[config.mk]
export PLATFORM = sky130hd
export DESIGN_NAME = addr_sequencer
export DESIGN_NICKNAME = d
export VERILOG_FILES = /design/src/rtl/addr_seq_pkg.sv /design/src/rtl/addr_step.sv /design/src/rtl/addr_sequencer.sv
export SDC_FILE = /design/constraint.sdc
export NUM_CORES = 1
export LEC_CHECK = 0
export BUFFER_PORTS_ARGS = -buffer_cell sky130_fd_sc_hd__buf_2
export CORE_ASPECT_RATIO = 0.7
export CORE_UTILIZATION = 45
export DETAILED_ROUTE_END_ITERATION = 7
export PLACE_DENSITY_LB_ADDON = 0.1
export SLEW_MARGIN = 20
export SYNTH_ARGS = -nofsm -noshare
export SYNTH_HDL_FRONTEND = slang
export SYNTH_SLANG_ARGS = --single-unit
export TNS_END_PERCENT = 1
[constraint.sdc]
create_clock -name clk -period 2 [get_ports clk]
set_input_delay 0.4 -clock clk [delete_from_list [all_inputs] [get_ports clk]]
set_output_delay 0.4 -clock clk [all_outputs]
set_load 0.1 [all_outputs]
[src/rtl/addr_seq_pkg.sv]
// Shared types and constants for the address sequencer.
package addr_seq_pkg;

  typedef enum logic [1:0] {
    IDLE  = 2'd0,
    BURST = 2'd1,
    DONE  = 2'd2
  } state_t;

  localparam logic DIR_UP   = 1'b0;
  localparam logic DIR_DOWN = 1'b1;

endpackage

[src/rtl/addr_step.sv]
// Combinational next-address step: add/sub by stride, optional window wrap.
// Window wrap is enabled by defining ADDR_SEQ_WRAP_EN.
module addr_step
  import addr_seq_pkg::*;
#(
  parameter int ADDR_W = 8
) (
  input  logic [ADDR_W-1:0] addr,
  input  logic [ADDR_W-1:0] stride,
  input  logic              dir,
  input  logic [ADDR_W-1:0] lo_bound,
  input  logic [ADDR_W-1:0] hi_bound,
  output logic [ADDR_W-1:0] nxt
);

  // Extra MSB carries the carry-out (up) or borrow (down).
  logic [ADDR_W:0] sum;
  logic [ADDR_W:0] diff;

  assign sum  = {1'b0, addr} + {1'b0, stride};
  assign diff = {1'b0, addr} - {1'b0, stride};

  always_comb begin
    nxt = (dir == DIR_DOWN) ? diff[ADDR_W-1:0] : sum[ADDR_W-1:0];
`ifdef ADDR_SEQ_WRAP_EN
    if (dir == DIR_UP && (sum[ADDR_W] || sum[ADDR_W-1:0] > hi_bound))
      nxt = lo_bound;
    if (dir == DIR_DOWN && (diff[ADDR_W] || diff[ADDR_W-1:0] < lo_bound))
      nxt = hi_bound;
`endif
  end

`ifndef ADDR_SEQ_WRAP_EN
  logic unused_bounds;
  assign unused_bounds = ^{lo_bound, hi_bound};
`endif

endmodule

[src/rtl/addr_sequencer.sv]
// Burst address sequencer: direct load, strided up/down bursts with ready backpressure.
// Optional lo/hi window wrap when ADDR_SEQ_WRAP_EN is defined.
module addr_sequencer
  import addr_seq_pkg::*;
#(
  parameter int ADDR_W = 8,
  parameter int LEN_W  = 4
) (
  input  logic              clk,
  input  logic              rst,
  input  logic              load,
  input  logic [ADDR_W-1:0] data_in,
  input  logic              start,
  input  logic [LEN_W-1:0]  len,
  input  logic [ADDR_W-1:0] stride,
  input  logic              dir,
  input  logic [ADDR_W-1:0] lo_bound,
  input  logic [ADDR_W-1:0] hi_bound,
  input  logic              ready,
  output logic [ADDR_W-1:0] addr_out,
  output logic              valid,
  output logic              busy,
  output logic              done
);

  state_t              state;
  logic [LEN_W-1:0]    count;
  logic [ADDR_W-1:0]   addr_q;
  logic [ADDR_W-1:0]   stride_q;
  logic                dir_q;
  logic [ADDR_W-1:0]   lo_q;
  logic [ADDR_W-1:0]   hi_q;
  logic [ADDR_W-1:0]   nxt;

  addr_step #(.ADDR_W(ADDR_W)) u_step (
    .addr     (addr_q),
    .stride   (stride_q),
    .dir      (dir_q),
    .lo_bound (lo_q),
    .hi_bound (hi_q),
    .nxt      (nxt)
  );

  always_ff @(posedge clk or negedge rst) begin
    if (!rst) begin
      state    <= IDLE;
      count    <= '0;
      addr_q   <= '0;
      stride_q <= '0;
      dir_q    <= DIR_UP;
      lo_q     <= '0;
      hi_q     <= '0;
    end else begin
      case (state)
        IDLE: begin
          // start wins over load; the first beat is the current address.
          if (start) begin
            count    <= len;
            stride_q <= stride;
            dir_q    <= dir;
            lo_q     <= lo_bound;
            hi_q     <= hi_bound;
            state    <= (len == '0) ? DONE : BURST;
          end else if (load) begin
            addr_q <= data_in;
          end
        end
        BURST: begin
          if (ready) begin
            addr_q <= nxt;
            count  <= count - 1'b1;
            if (count == LEN_W'(1)) state <= DONE;
          end
        end
        DONE:    state <= IDLE;
        default: state <= IDLE;
      endcase
    end
  end

  assign addr_out = addr_q;
  assign valid    = (state == BURST);
  assign busy     = (state != IDLE);
  assign done     = (state == DONE);

endmodule

==> results.md <==
- Layout cells sized above 1: 44.49%
- Slew Viols, Final: 0
- Initial antenna violation count: 0
- Violated checks: negative setup slack
- Req. time, crit path: roughly 2.2 ns
- Total number of vias: ~1500
- Clock skew: 0.003305 ns
- Fin crit share: 114.0%
- Die ar.: around 3600 µm²
- Die W: 71.24 µm
- Hold Path Class: input port to asynchronous set/reset pin
- Worst-path clk slew: approximately 0.090 ns
- ANT nets after route: 0
- Final Critical Period: 2.280 ns
- Nets@finish: just under 300
- Routed wire length: just over 4 mm
- Status: finished, violations left
- Gate count after technology mapping: between 150 and 200
- Unique masters post-synth: 38
- Top-Level Pins: 53
- Routed WL per cell: 14.90 µm
- Router iterations before antenna repair: 4
- IO Port Bufs: 36
- Synth cell count leaders: dfrtp_1, nand2_1, nor2_1
- Synth Register Bits: 23
- F_max: roughly 440 MHz
- Standard-cell rows: 17
- Mapped cell area: 1510 µm²
- Chip Height: between 50 and 60 µm
- Hold_ws: between 0.09 and 0.1 ns
- N_diodes: 0
- Final Wtd Congestion: between 0.8 and 0.9
- Cell with the most instances after synthesis: dfrtp_1
- Crit Path Max Fanout: 3
- Vias in the first global route: ~1400
- Area of the multi-input gates: about 1000 µm²
- Largest net degree at the start of global routing: 24
- Area growth syn-to-layout: 41.67%
- Top post-synthesis cells by area: dfrtp_1, ha_1, nand2_1
- Setup Viol. Count Final: 5
- Post-synth ARST share: 100.0%
- Mapped Nets: approximately 230
- Design area: between 2000 and 2500 µm²
- Vias per inst: 5.453
- Post-synth EDFFs: 0
- Most used DFF post-synth: dfrtp_1
- Clock sinks: 23
- Synth top area share: around two fifths
- Htree depth: 1
- Syn_area_per_cell: 8.729 µm²
- Worst r2r path cells: 10
- 1st-iter DRT viols: 106
- Worst Slack Setup Final: -0.2801 ns
- Total CTS buffers: 3
- Later-pin clock latency in the skew report: 0.27 ns
- Fill cells: 260
- Sequential area share after synthesis: between 30% and 40%
- Final Hold Fails: 0
- FF-to-FF End: addr_out[7]$_DFFE_PN0P_
- Overflow after GRT: 0
- Worst r2r src: stride_q[1]$_DFFE_PN0P_
- Total GRT Usage: between 20% and 30%
- CP arrival: 2.49 ns
- Drc violations: 0
- RSZ-0062 raised after global routing: true
- Root buf cell: clkbuf_8
- Worst slew margin: a little under two thirds
- WS Path Type: flop to flop
- Core ar.: about 3200 µm²
- First-pass GRT wire length: roughly 6.5 mm
- Final Non-Filler Cells: approximately 270
- Initial Utilization: between 40% and 50%
- Synth area leader: dfrtp_1
- Crit path launch type: flop
- Yosys warnings: 0
- DP HPWL: around 2.8 mm
- CTS max path bufs: 2
- Register-to-Register Setup Slack: -0.28 ns
- CTS tree: done
- FF+latch area: just under 600 µm²
- Post-Place Setup Slack: -0.3657 ns
- Max Cap Violations: 0
- Worst-margin pin slew: roughly 0.54 ns
- CP Capture Type: flop
- Placed inst area: 1884 µm²
- Placed Instances: about 260
-- final cells by class --
type                       instances  area share [%]
tap                               38           2.222
sequential                        23           27.13
clock inverter                     1          0.2339
clock buffer                       3           1.930
multi-input combinational        131           46.55
timing repair buffer              66           19.65
inverter                          12           2.281
-- metrics by stage --
step	setup TNS [ns]	utilization (%)
after global routing	-1.370	67.51
after CTS	-0.7774	63.28
after floorplan	-0.3910	-
after detailed placement	-0.9693	59.46
final	-0.7677	67.51
after global placement	-0.7887	59.46
-- how the worst max path moves through the flow --
| stage | to | startpoint | depth (start not counted) | slack (ns) |
|---|---|---|---|---|
| 2_1_floorplan | addr_out[6]$_DFFE_PN0P_ | addr_out[0]$_DFFE_PN0P_ | 9 | -0.22 |
| 3_3_place_gp | addr_out[6]$_DFFE_PN0P_ | stride_q[0]$_DFFE_PN0P_ | 9 | -0.25 |
| 3_5_place_dp | addr_out[6]$_DFFE_PN0P_ | stride_q[0]$_DFFE_PN0P_ | 10 | -0.37 |
| 4_1_cts | addr_out[6]$_DFFE_PN0P_ | stride_q[1]$_DFFE_PN0P_ | 9 | -0.22 |
| 5_1_grt | addr_out[7]$_DFFE_PN0P_ | stride_q[0]$_DFFE_PN0P_ | 10 | -0.38 |
| 6_report | addr_out[7]$_DFFE_PN0P_ | stride_q[1]$_DFFE_PN0P_ | 10 | -0.28 |
-- timing repair --
action                                  4_1_cts  5_1_grt
setup buffers                                 4        5
resized for setup                            12       17
endpoints found under the setup margin        5        7
pin swaps                                    19       14
hold buffers                                  0        0
-- state kept, by name, summed over array words and instances (netlist names) --
| name | cells |
|---|---|
| dir_q | 1 |
| stride_q | 8 |
| state | 2 |
| count | 4 |
| addr_out | 8 |
-- worst max-delay path: stages (launching register included) --
cell     delay (ns)
dfrtp_1        0.44
inv_2          0.08
ha_4           0.19
a31oi_1        0.20
xnor2_1        0.10
ha_1           0.33
nand4_1        0.11
a21oi_1        0.19
and3b_1        0.21
or3_1          0.30
nand3_1        0.08
-- layout by cell type (no fill, tap or decap), types with 2 or more instances in the layout --
cell       n
clkbuf_8   3
buf_4     30
ha_1       5
xnor2_2    4
nand4_1    3
nand2b_1   3
dfrtp_1   19
dfrtp_2    4
and3_1     2
ha_2       2
inv_2      3
nand2_1   18
o21ai_0   10
a21o_1     4
a21oi_1   11
xnor2_1    3
nor2_2     2
xor2_1     3
ha_4       3
nor3_1     4
buf_2     35
nand3_1    7
a31oi_1    6
nor2_1    11
a21oi_2    2
o211ai_1   2
inv_1      8
mux2_2     4
-- cell families after synthesis --
family / share of synthesized area, %
adder cells (fa/ha/maj): 9.611
AO/OA/AOI/OAI: 18.14
flip-flops: 38.11
buffers and inverters: 5.136
XOR/XNOR: 5.800
AND/OR/NAND/NOR: 18.89
multiplexers: 4.308
-- layer usage --
metal	GRT usage (%)	vias to the layer above	part of all wire (%)
li1	-	734	-
met1	31.35	695	44
met2	40.16	59	48
met3	4.618	6	7.2
met4	3.000	0	0.93
met5	0	-	0
Power is left out: the tool's default activity adds up to more than one toggle a clock period on the data nets, which glitch-free logic cannot reach.
